`src/rtl/alu_sched_pkg.sv`:
```
// Shared definitions for the two-requester ALU scheduler.
// Contents: opcode constants, FSM state encoding, requester-id width
// and an opcode legality helper used by the scheduler and its ALU.
package alu_sched_pkg;

  // Opcode encodings presented on req_op0/req_op1
  localparam logic [2:0] OP_ADD = 3'b010;
  localparam logic [2:0] OP_SUB = 3'b110;
  localparam logic [2:0] OP_AND = 3'b000;
  localparam logic [2:0] OP_OR  = 3'b001;
  localparam logic [2:0] OP_XOR = 3'b111;

  // Width of the requester index carried on rsp_id
  localparam int ID_W = 1;

  // Scheduler FSM states
  typedef enum logic [1:0] {
    ST_IDLE = 2'd0,
    ST_EXEC = 2'd1,
    ST_RESP = 2'd2
  } state_t;

  // True for the five defined opcodes; everything else is flagged as an error
  function automatic logic op_is_legal(input logic [2:0] op);
    return (op == OP_ADD) || (op == OP_SUB) || (op == OP_AND) ||
           (op == OP_OR)  || (op == OP_XOR);
  endfunction

endpackage

```
`src/rtl/alu32.sv`:
```
// Purpose: combinational ALU (add/sub/and/or/xor); illegal opcodes pass data1 through.
// Latency: 0 cycles (pure combinational).
// Backpressure: none; the caller registers the result when it needs it.
// Ports: ctrl = opcode, data1/data2 = operands, result = W-bit result.
module alu32
  import alu_sched_pkg::*;
#(
  parameter int W = 32
) (
  input  logic [2:0]   ctrl,
  input  logic [W-1:0] data1,
  input  logic [W-1:0] data2,
  output logic [W-1:0] result
);

  always_comb begin
    result = data1;
    case (ctrl)
      OP_ADD:  result = data1 + data2;
      OP_SUB:  result = data1 - data2;
      OP_AND:  result = data1 & data2;
      OP_OR:   result = data1 | data2;
      OP_XOR:  result = data1 ^ data2;
      default: result = data1;
    endcase
  end

endmodule

```
`src/rtl/alu_sched.sv`:
```
// Purpose: round-robin scheduler feeding one ALU from two requesters, one op in flight.
// Latency: accept at edge N, response registered at edge N+1 and seen valid at edge N+2.
// Backpressure: req_ready only in IDLE; response held stable in RESP until rsp_ready.
// Ports: clk/rst_n; req_valid/req_ready per requester; req_op*/req_a*/req_b* operands;
//        rsp_valid/rsp_ready handshake with rsp_id/rsp_data/rsp_carry/rsp_zero/rsp_err.
module alu_sched
  import alu_sched_pkg::*;
#(
  parameter int W    = 32,
  parameter int NREQ = 2     // only 2 is supported (one-bit requester id)
) (
  input  logic            clk,
  input  logic            rst_n,
  input  logic [NREQ-1:0] req_valid,
  output logic [NREQ-1:0] req_ready,
  input  logic [2:0]      req_op0,
  input  logic [2:0]      req_op1,
  input  logic [W-1:0]    req_a0,
  input  logic [W-1:0]    req_b0,
  input  logic [W-1:0]    req_a1,
  input  logic [W-1:0]    req_b1,
  output logic            rsp_valid,
  input  logic            rsp_ready,
  output logic [ID_W-1:0] rsp_id,
  output logic [W-1:0]    rsp_data,
  output logic            rsp_carry,
  output logic            rsp_zero,
  output logic            rsp_err
);

  state_t          r_state;
  logic [ID_W-1:0] r_prio;     // requester that wins when both ask
  logic [2:0]      r_op;
  logic [W-1:0]    r_a;
  logic [W-1:0]    r_b;
  logic [ID_W-1:0] r_id;

  logic            r_rsp_valid;
  logic [ID_W-1:0] r_rsp_id;
  logic [W-1:0]    r_rsp_data;
  logic            r_rsp_carry;
  logic            r_rsp_zero;
  logic            r_rsp_err;

  logic            w_grant_vld;
  logic [ID_W-1:0] w_grant_id;
  logic            w_accept;
  logic [NREQ-1:0] w_ready;
  logic [2:0]      w_sel_op;
  logic [W-1:0]    w_sel_a;
  logic [W-1:0]    w_sel_b;
  logic [W-1:0]    w_alu_res;
  logic            w_add_carry;
  logic            w_sub_borrow;
  logic            w_carry;

  // Arbitration: a lone requester always wins; a tie goes to r_prio.
  always_comb begin
    w_grant_vld = 1'b0;
    w_grant_id  = '0;
    if (req_valid[0] && req_valid[1]) begin
      w_grant_vld = 1'b1;
      w_grant_id  = r_prio;
    end else if (req_valid[0]) begin
      w_grant_vld = 1'b1;
      w_grant_id  = 1'b0;
    end else if (req_valid[1]) begin
      w_grant_vld = 1'b1;
      w_grant_id  = 1'b1;
    end
  end

  // rst_n gates acceptance so req_ready is low for the whole reset window,
  // while still allowing a grant on the first edge after release.
  assign w_accept = (r_state == ST_IDLE) && w_grant_vld && rst_n;

  always_comb begin
    w_ready             = '0;
    w_ready[w_grant_id] = w_accept;
  end

  assign req_ready = w_ready;

  assign w_sel_op = w_grant_id[0] ? req_op1 : req_op0;
  assign w_sel_a  = w_grant_id[0] ? req_a1  : req_a0;
  assign w_sel_b  = w_grant_id[0] ? req_b1  : req_b0;

  // ALU sees only the latched operands, never the live request ports
  alu32 #(.W(W)) u_alu32 (
    .ctrl   (r_op),
    .data1  (r_a),
    .data2  (r_b),
    .result (w_alu_res)
  );

  // Carry/borrow regenerated locally from the operand registers
  assign w_add_carry  = 1'(({1'b0, r_a} + {1'b0, r_b}) >> W);
  assign w_sub_borrow = (r_b > r_a);

  always_comb begin
    w_carry = 1'b0;
    if (r_op == OP_ADD) w_carry = w_add_carry;
    else if (r_op == OP_SUB) w_carry = w_sub_borrow;
  end

  always_ff @(posedge clk or negedge rst_n) begin
    if (!rst_n) begin
      r_state     <= ST_IDLE;
      r_prio      <= '0;
      r_op        <= '0;
      r_a         <= '0;
      r_b         <= '0;
      r_id        <= '0;
      r_rsp_valid <= 1'b0;
      r_rsp_id    <= '0;
      r_rsp_data  <= '0;
      r_rsp_carry <= 1'b0;
      r_rsp_zero  <= 1'b0;
      r_rsp_err   <= 1'b0;
    end else begin
      case (r_state)
        ST_IDLE: begin
          if (w_accept) begin
            r_op    <= w_sel_op;
            r_a     <= w_sel_a;
            r_b     <= w_sel_b;
            r_id    <= w_grant_id;
            r_prio  <= ~w_grant_id;
            r_state <= ST_EXEC;
          end
        end
        ST_EXEC: begin
          r_rsp_data  <= w_alu_res;
          r_rsp_carry <= w_carry;
          r_rsp_zero  <= (w_alu_res == '0);
          r_rsp_err   <= ~op_is_legal(r_op);
          r_rsp_id    <= r_id;
          r_rsp_valid <= 1'b1;
          r_state     <= ST_RESP;
        end
        ST_RESP: begin
          if (rsp_ready) begin
            r_rsp_valid <= 1'b0;
            r_state     <= ST_IDLE;
          end
        end
        default: r_state <= ST_IDLE;
      endcase
    end
  end

  assign rsp_valid = r_rsp_valid;
  assign rsp_id    = r_rsp_id;
  assign rsp_data  = r_rsp_data;
  assign rsp_carry = r_rsp_carry;
  assign rsp_zero  = r_rsp_zero;
  assign rsp_err   = r_rsp_err;

endmodule
```
`config.mk`:
```
export PLATFORM = sky130hd
export DESIGN_NAME = alu_sched
export DESIGN_NICKNAME = d
export VERILOG_FILES = /design/src/rtl/alu_sched_pkg.sv /design/src/rtl/alu32.sv /design/src/rtl/alu_sched.sv
export SDC_FILE = /design/constraint.sdc
export NUM_CORES = 1
export LEC_CHECK = 0
export ABC_AREA = 1
export BUFFER_PORTS_ARGS = -buffer_cell sky130_fd_sc_hd__buf_2
export CORE_ASPECT_RATIO = 0.6
export CORE_UTILIZATION = 28
export DETAILED_ROUTE_END_ITERATION = 10
export PLACE_DENSITY = 0.49
export REMOVE_ABC_BUFFERS = 1
export SLEW_MARGIN = 10
export SYNTH_ARGS = -nofsm -noshare
export SYNTH_HDL_FRONTEND = slang
export SYNTH_SLANG_ARGS = --single-unit
```
`constraint.sdc`:
```
create_clock -name clk -period 5.5 [get_ports clk]
set_input_delay 0.275 -clock clk [delete_from_list [all_inputs] [get_ports clk]]
set_output_delay 0.275 -clock clk [all_outputs]
set_load 0.01 [all_outputs]
```
==> results of run 1 <==
==> stage by stage <==
step	util	std cells	power [W]	setup WS (ps)
6_report	0.326	2480	0.00967	1940
5_1_grt	0.326	2480	0.0105	1620
4_1_cts	0.326	2480	0.00948	2050
3_5_place_dp	0.318	2464	0.00872	2080
3_3_place_gp	0.318	2464	0.00873	2040
2_1_floorplan	-	1752	0.00604	-7.13
==> cell families (layout without fill, tap and decap cells) <==
logic type / Yosys count / count (layout)
fa+ha+maj: 106 / 106
buf+inv: 362 / 494
compound gates: 229 / 229
flops: 108 / 108
simple gates: 1021 / 1021
==> power breakdown <==
part | total, W | internal (W) | switching [W]
logic | 0.00752 | 0.00206 | 0.00546
clock network | 0.000722 | 0.000370 | 0.000352
registers | 0.00143 | 0.00115 | 0.000280
total | 0.00967 | 0.00358 | 0.00609
==> final cells by class <==
| class | instances | area, µm² | area share |
|---|---|---|---|
| Timing Repair Buffer | 190 | 986 | 0.0772 |
| Clock inverter | 6 | 70.1 | 0.00548 |
| Inverter | 288 | 1080 | 0.0847 |
| Multi-Input combinational cell | 1356 | 7050 | 0.551 |
| Tap cell | 522 | 653 | 0.0511 |
| Sequential cell | 108 | 2700 | 0.211 |
| Clock buffer | 10 | 239 | 0.0187 |
==> how the worst max path moves through the flow <==
stage          depth (start not counted)  slack [ps]        to       start
2_1_floorplan                          6          -7    r_prio  r_state[1]
3_3_place_gp                          18        2040  rsp_zero     r_a[11]
3_5_place_dp                          18        2080  rsp_zero     r_a[11]
4_1_cts                               18        2050  rsp_zero     r_a[11]
5_1_grt                               18        1620  rsp_zero     r_a[11]
6_report                              18        1940  rsp_zero     r_a[11]
==> critical path, cell delays in order (launching register included) <==
cell and delay, ps:
dfrtp_1 390, inv_1 100, ha_1 580, nand2_1 190, nor2_1 520, inv_1 90
nor2_1 100, nand2_1 80, nand2_1 110, nand2_1 60, nand3_1 80, o21ai_0 90
nor2_1 480, nand2_1 120, nor2_1 110, nand3_1 100, nor2_1 150, nand3_1 100
nand2_1 60
==> state kept, by name, indices dropped and copies added (netlist names) <==
register,count
r_a,32
r_b,32
rsp_data,32
r_op,3
r_state,2
r_id,1
r_prio,1
rsp_carry,1
rsp_err,1
rsp_id,1
rsp_valid,1
rsp_zero,1
==> cells in the mapped netlist, drive strengths merged (2+ instances only) <==
| library cell | number | area [µm²] |
|---|---|---|
| nor2 | 170 | 663 |
| o211ai | 66 | 495 |
| buf | 46 | 314 |
| o21ai | 57 | 289 |
| ha | 104 | 1300 |
| nor3b | 3 | 27.5 |
| clkbuf | 28 | 105 |
| inv | 286 | 1070 |
| a221oi | 14 | 148 |
| clkinv | 2 | 8.75 |
| dfrtp | 108 | 2700 |
| a211oi | 6 | 50.1 |
| fa | 2 | 40.0 |
| nor3 | 15 | 85.1 |
| nand4 | 25 | 156 |
| a21oi | 57 | 285 |
| o22ai | 14 | 87.6 |
| o21bai | 11 | 82.6 |
| nand2 | 642 | 2430 |
| nand3 | 161 | 811 |
==> per-layer routing <==
metal  global-route usage  up-vias  wire length, µm
met1                0.403     5623            27500
li1                     -     6035                -
met4               0.0278        0              329
met3               0.0586       20             4140
met5                    0        -                0
met2                0.290      415            16500
==> metrics.csv, run 1 <==
stage;metric;value;unit
outcome;status;complete, no violations;
timing;setup_viol_count_final;0;
clock_network;clk_latency;400;ps
timing;clock_skew;14.0;ps
grt;antenna_found_initial;0;
clock_network;postCtsSetupBuffers;0;
worst_setup_path;r2r_slack;1940;ps
timing;hold_ws;64.3;ps
grt;grt_max_degree;70;
timing;finalSetupTns;0;ps
placed_design;gp_congestion;1.00;
flow_run;maxCapViolations;0;
cells_and_area;nFillCells;4430;
power_and_ir_drop;ir_drop;0.194;mV
floorplan;core-area;39200;µm²
synth;synthFlopType;dfrtp_1;
synth;synth_warnings;0;
floorplan;io_pins;178;
synth;synthXorXnorAreaFrac;0;
synth;yosys.area_share.simple;0.375;
floorplan;die_y;157;µm
drt;avgRoutedWirePerCell;19.5;µm
drt;via_count;12093;
synth;synth_top_family_by_area;simple AND/OR/NAND/NOR gates;
timing;tightest_slew;1190;ps
clock_network;cts_tree;yes;
drt;first_pass_iters;6;
cells_and_area;n_antenna_cell;0;
synth;synth-async-reset-ratio;1.00;
worst_setup_path;path_max_fanout;10;
clock_network;cts_htree_levels;3;
drt;drt_wl_total;48500;µm
power_and_ir_drop;powerDensity;757;nW/µm²
drt;route.detailed.drc;0;
synth;ys_seq_area_frac;0.241;
drt;drtAntennaViolNets;0;
worst_setup_path;start_kind;flop;
floorplan;rows;56;
timing;slew_viol_final;0;
cells_and_area;area_delta_synth_final;13.9;%
hold_path;hold_path_class;primary input to asynchronous set/reset pin;
floorplan;die_x;260;µm
synth;synth_edf_count;0;
worst_setup_path;required;5830;ps
placed_design;hpwlAfterDp;39500;µm
floorplan;die_area;40900;µm²
grt;track_usage;0.239;
cells_and_area;stdcell_area;12800;µm²
drt;first_iter_violations;1125;
worst_setup_path;rr_startpoint;r_a[11];
synth;synth_fa_ha_area_frac;0.120;
worst_setup_path;worstPathArrival;3880;ps
clock_network;clk_pin_slew;90;ps
power_and_ir_drop;leakage;6.80;nW
clock_network;cts_hold_buffers;0;
synth;syn-mean-instance-area;6.14;µm²
timing;period_needed;3560;ps
timing;rsz0062_at_grt;false;
synth;synth_area;11200;µm²
synth;synth_compound_area_frac;0.131;
synth;ys_types;45;
synth;syn_inst;1826;
worst_setup_path;reg2reg_to;rsp_zero;
grt;grt_pass1_wl;71400;µm
timing;max_slew_margin;0.207;
clock_network;cts.path.max_buffers;2;
clock_network;cts.repair.resized;0;
cells_and_area;final_cell_mix;nand2_1 (635), inv_1 (281), buf_2 (176);
timing;final-hold-violation-count;0;
cells_and_area;layout.nets;2198;
floorplan;initial_core_util;0.286;
timing;fmax;0.281;GHz
timing;min_period_over_period;0.646;
cells_and_area;drive_gt1_frac;0.124;
synth;muxShareOfSynthArea;0;
worst_setup_path;rr_worst_depth;18;
grt;grt_overflow;0;
clock_network;root_buffer;clkbuf_16;
worst_setup_path;worstSetupEndpointType;flop;
drt;avgViaCountPerCell;4.88;
cells_and_area;final_common_cell;nand2_1;
placed_design;place_area;12500;µm²
placed_design;port_buffers;177;
grt;grt_pass1_vias;11082;
clock_network;cts.sinks;108;
synth;synth_seq_cells;108;
clock_network;cts_made_buffers;9;
worst_setup_path;crit_type;flop to flop;
No activity file was read; power rests on OpenSTA's default activity.
==> run 2: changes to the inputs <==
ABC_AREA = 0   (was 1)
PLACE_DENSITY = 0.51   (was 0.49)
clock period = 3.2 ns   (was 5.5 ns; I/O delays follow)
==> metrics.csv, run 2 <==
stage;metric;value;unit
drt;avgViaCountPerCell;5.29;
clock_network;cts_tree;yes;
power_and_ir_drop;pwr-share-comb;0.853;
drt;via_count;13139;
cells_and_area;layout.area.seq;2710;µm²
synth;synth_seq_cells;108;
cells_and_area;nFillCells;3609;
floorplan;core-area;36600;µm²
cells_and_area;postLayoutCoreUtil;0.477;
power_and_ir_drop;ir_drop;0.373;mV
timing;finalSetupTns;-1550;ps
hold_path;hold_path_class;primary input to flop;
grt;grt_pass1_vias;12338;
timing;clock_skew;14.7;ps
worst_setup_path;max_stage_delay;450;ps
synth;syn_inst;1316;
placed_design;gp_congestion;1.01;
worst_setup_path;crit_path_start;r_b[0];
timing;fmax;0.276;GHz
cells_and_area;final_common_cell;buf_4;
synth;synth-async-reset-ratio;1.00;
floorplan;die_area;38200;µm²
hold_path;whs_endpoint;r_a[11];
clock_network;root_buffer;clkbuf_16;
timing;final-hold-violation-count;0;
grt;grt_max_degree;67;
worst_setup_path;slowest_stage;dfrtp_2;
timing;min_period_over_period;1.13;
cells_and_area;multi_input_area;7610;µm²
timing;hold_ws;21.9;ps
floorplan;rows;54;
worst_setup_path;rr_worst_depth;14;
power_and_ir_drop;clkPwrFrac;0.047;
timing;slew_viol_final;0;
synth;synth_common_cells;inv_1 (159), nand2_1 (125), dfrtp_1 (108);
worst_setup_path;path_max_fanout;4;
placed_design;port_buffers;177;
flow_run;maxCapViolations;0;
floorplan;initial_core_util;0.286;
synth;synthTopCellsByArea;dfrtp_1 (26%), ha_1 (12%), a222oi_1 (6.5%);
worst_setup_path;start_kind;flop;
synth;ys_types;95;
floorplan;die_y;152;µm
worst_setup_path;r2r_slack;-430;ps
placed_design;hpwlAfterDp;40600;µm
cells_and_area;area_delta_synth_final;66.7;%
worst_setup_path;worstSetupEndpointType;flop;
timing;rsz0062_at_grt;true;
cells_and_area;layout.nets;2222;
drt;route.detailed.drc;0;
synth;synthFlopType;dfrtp_1;
power_and_ir_drop;powerDensity;1420;nW/µm²
worst_setup_path;rr_startpoint;r_b[0];
synth;syn-mean-instance-area;7.96;µm²
floorplan;io_pins;178;
clock_network;clk_latency;400;ps
drt;first_iter_violations;1572;
power_and_ir_drop;p_int;0.0125;W
clock_network;clk_pin_slew;90;ps
timing;setup_viol_count_final;12;
drt;drtAntennaViolNets;0;
power_and_ir_drop;pwr-share-seq;0.100;
placed_design;dp.cells;2307;
timing;tightest_slew;947;ps
drt;first_pass_iters;8;
grt;antenna_found_initial;2;
power_and_ir_drop;switchingPower;0.0122;W
power_and_ir_drop;leakage;8.35;nW
outcome;violations;setup timing;
clock_network;cts.path.max_buffers;2;
outcome;status;complete, but fails checks;
clock_network;cts.sinks;108;
synth;synth_edf_count;0;
cells_and_area;final_cell_mix;buf_4 (403), buf_2 (176), inv_1 (148);
cells_and_area;n_antenna_cell;0;
floorplan;die_x;252;µm
grt;grt_overflow;0;
timing;max_slew_margin;0.366;
worst_setup_path;reg2reg_to;rsp_zero;
clock_network;cts_made_buffers;9;
synth;synth_area;10500;µm²
drt;avgRoutedWirePerCell;20.8;µm
power_and_ir_drop;switching_share;0.495;
drt;drt_wl_total;51700;µm
clock_network;cts_htree_levels;3;
worst_setup_path;worstPathArrival;3950;ps
cells_and_area;drive_gt1_frac;0.401;
cells_and_area;layoutNonFillerInstCount;2486;
timing;period_needed;3630;ps
synth;synth.most_common_cell;inv_1;
hold_path;min_path_cells;3;
grt;track_usage;0.268;
synth;yosysTopAreaCell;dfrtp_1;
synth;ys_seq_area_frac;0.258;
synth;synth_top_cell_area_share;0.258;
synth;synth_warnings;0;
worst_setup_path;crit_type;flop to flop;
worst_setup_path;required;3520;ps
worst_setup_path;path_cells;ha_4 -> fa_2 -> a211oi_4 -> o21ai_4 -> a21o_4 -> xor2_2 -> a221oi_2 -> o21ai_2 -> nor4_4 -> buf_4 -> and4_1 -> and4_1 -> nand4_1 -> o31ai_2;
grt;grt_pass1_wl;76400;µm
worst_setup_path;crit_top_cell;and4_1;
hold_path;min_from;req_a0[11];
timing;worst_slack;-428;ps
==> run 2: cell types whose count changed in the layout (fill, tap and decap cells not counted), sizes merged, moves of 15 or more <==
cell	change
nand2	-517
buf	+418
nand3	-147
dlygate4sd3	+132
inv	-124
nor2	-73
a222oi	+68
o211ai	-56
a21oi	+39
o21ai	+24
a31oi	+21
nand4	-17
o31ai	+17
nor2b	+15
==> run 2: area by class of cell <==
class,count,area share
sequential,108,0.155
multi-input combinational,955,0.436
clock buffer,10,0.0131
timing repair buffer,740,0.321
inverter,163,0.0351
clock inverter,6,0.00315
tap,504,0.0361
==> run 2: power by group through the flow <==
stage	Combinational (W)	Clock, W	Sequential (W)
floorplan	0.00780	0	0.00273
global placement	0.0175	0	0.00245
detailed placement	0.0175	0	0.00247
CTS	0.0197	0.00122	0.00246
global route	0.0225	0.00125	0.00254
finish	0.0211	0.00117	0.00247
==> run 2: worst max-delay path by stage <==
stage                           to  cells past startpoint  slack, ps
after floorplan             r_a[0]                      4      -2030
after global placement    rsp_zero                     14      -1180
after detailed placement  rsp_zero                     14      -1180
after CTS                 rsp_zero                     15       -450
after global routing      rsp_zero                     14       -580
final                     rsp_zero                     14       -430
==> run 2: stage by stage <==
stage | setup WS, ps | area, µm² | total power (W)
after floorplan | -2030 | 10100 | 0.0105
after global placement | -1180 | 14700 | 0.0199
after detailed placement | -1180 | 14700 | 0.0199
after CTS | -449 | 17000 | 0.0233
after global routing | -581 | 17500 | 0.0263
final | -428 | 17500 | 0.0247
==> run 2: logic make-up (layout without fill, tap and decap cells) <==
group,count (synthesis),count (layout),share of synthesized area
buffers and inverters,253,919,0.0975
xor gates and xnor gates,8,8,0.00669
and+or+nand+nor,365,365,0.165
AOI/OAI and AO/OA,465,465,0.334
adders and majority gates,106,106,0.128
muxes,11,11,0.0109
DFF,108,108,0.258
==> run 2: what timing repair did <==
action	4_1_cts	5_1_grt
setup buffers	24	14
pin swaps	62	37
endpoints found under the hold margin	109	0
resized for setup	132	75
endpoints found under the setup margin	18	18
hold buffers	132	0
==> run 2: metal layers <==
| layer | vias up | wire [µm] | GRT usage |
|---|---|---|---|
| met5 | - | 0 | 0 |
| li1 | 6166 | - | - |
| met3 | 26 | 4320 | 0.0553 |
| met4 | 0 | 412 | 0.0409 |
| met2 | 543 | 20300 | 0.375 |
| met1 | 6404 | 26700 | 0.417 |
==> run 2: critical path, delay by kind of cell (launching register included) <==
family | cells | cell delay [ps]
XOR/XNOR | 1 | 150
adder cells (fa/ha/maj) | 2 | 580
buffers and inverters | 1 | 160
flip-flops | 1 | 450
AND/OR/NAND/NOR | 4 | 810
AO/OA/AOI/OAI | 6 | 1390
==> run 3: changes to the inputs <==
CORE_MARGIN = 2   (was default)
CORE_UTILIZATION = 38   (was 28)
PLACE_DENSITY = 0.64   (was 0.51)
==> metrics.csv, run 3 (synthesis results as in run 2) <==
stage;metric;value;unit
clock_network;clk_latency;400;ps
clock_network;root_buffer;clkbuf_16;
drt;avgRoutedWirePerCell;21.3;µm
clock_network;cts.sinks;108;
grt;grt_max_degree;71;
clock_network;cts_tree;yes;
floorplan;die_x;218;µm
timing;min_period_over_period;1.12;
timing;rsz0062_at_grt;true;
clock_network;cts.path.max_buffers;2;
outcome;violations;setup timing;
timing;hold_ws;8.77;ps
floorplan;rows;47;
worst_setup_path;required;3520;ps
drt;first_pass_iters;9;
clock_network;clk_pin_slew;90;ps
cells_and_area;drive_gt1_frac;0.382;
outcome;status;complete, but fails checks;
drt;first_iter_violations;1542;
grt;grt_overflow;0;
floorplan;initial_core_util;0.383;
cells_and_area;final_cell_mix;buf_4 (388), buf_2 (176), inv_1 (152);
worst_setup_path;crit_type;flop to flop;
timing;period_needed;3590;ps
drt;avgViaCountPerCell;5.71;
timing;final-hold-violation-count;0;
cells_and_area;layoutNonFillerInstCount;2309;
grt;grt_pass1_wl;73900;µm
placed_design;hpwlAfterDp;36400;µm
cells_and_area;layout.area.seq;2710;µm²
grt;grt_pass1_vias;12890;
timing;max_slew_margin;0.423;
clock_network;cts_made_buffers;9;
timing;clock_skew;18.8;ps
worst_setup_path;r2r_slack;-390;ps
cells_and_area;final_common_cell;buf_4;
worst_setup_path;path_max_fanout;5;
drt;drtAntennaViolNets;0;
drt;route.detailed.drc;0;
power_and_ir_drop;powerDensity;1410;nW/µm²
floorplan;core-area;27300;µm²
timing;tightest_slew;866;ps
worst_setup_path;worstPathArrival;3900;ps
placed_design;gp_congestion;1.05;
power_and_ir_drop;p_total;0.0238;W
floorplan;die_area;28900;µm²
cells_and_area;multi_input_area;7520;µm²
hold_path;hold_path_class;primary input to flop;
placed_design;place_area;14300;µm²
timing;fmax;0.279;GHz
grt;track_usage;0.333;
placed_design;dp.cells;2139;
cells_and_area;nFillCells;2397;
power_and_ir_drop;ir_drop;0.532;mV
placed_design;port_buffers;177;
cells_and_area;n_antenna_cell;0;
grt;antenna_found_initial;0;
cells_and_area;stdcell_area;16800;µm²
drt;via_count;13187;
flow_run;maxCapViolations;0;
cells_and_area;area_delta_synth_final;60.7;%
worst_setup_path;start_kind;flop;
cells_and_area;postLayoutCoreUtil;0.615;
drt;drt_wl_total;49100;µm
power_and_ir_drop;leakage;8.12;nW
timing;setup_viol_count_final;11;
cells_and_area;layout.nets;2182;
floorplan;io_pins;178;
floorplan;die_y;133;µm
timing;slew_viol_final;0;
worst_setup_path;worstSetupEndpointType;flop;
clock_network;cts_htree_levels;3;
timing;worst_slack;-387;ps
==> run 3: layer usage <==
layer	share of wire	vias up	track usage
met4	0.013	0	0.0616
met2	0.41	690	0.477
met1	0.46	6358	0.498
met3	0.11	51	0.0926
li1	-	6088	-
met5	0	-	0
==> run 3: cell type report <==
type | instances | area share
Clock inverter | 7 | 0.00506
Tap cell | 367 | 0.0273
Multi-Input combinational cell | 955 | 0.447
Timing Repair Buffer | 700 | 0.310
Sequential cell | 108 | 0.161
Inverter | 163 | 0.0364
Clock buffer | 9 | 0.0134
==> run 3: power breakdown <==
group,switching [W],internal [W]
Clock,0.000649,0.000564
Sequential,0.000499,0.00199
Combinational,0.0107,0.00941
==> run 3: critical path: stages (launching register included) <==
cell,delay [ps]
dfrtp_2,460
ha_4,180
fa_2,370
a211oi_4,270
o21ai_2,140
buf_4,180
a32o_1,220
o22ai_2,230
and4_4,290
o221ai_2,120
nor4_4,210
buf_4,160
and4_1,180
and4_4,230
nand4_1,90
o31ai_2,180
==> run 3: final timing paths <==
path,from,endpoint,cells after the start
setup reg to reg,r_b[0],rsp_zero,15
min in group asynchronous,rst_n,r_a[2],3
setup / recovery,r_b[0],rsp_zero,15
max in group asynchronous,rst_n,r_b[0],4
hold reg to reg,rsp_data[23],rsp_data[23],2
hold / removal,req_a0[2],r_a[2],3
==> run 3: repair_timing <==
item,CTS,global route
hold buffers,124,0
setup endpoints to repair,15,19
buffers inserted,21,10
endpoints found under the hold margin,112,0
pin swaps,44,46
resized for setup,87,77
==> run 3: stage by stage <==
step                TNS [ps]  setup WS (ps)
CTS                     -602           -376
floorplan            -140210          -2030
finish                 -1130           -387
detailed placement     -2440           -813
global placement       -2020           -771
global route           -2250           -521
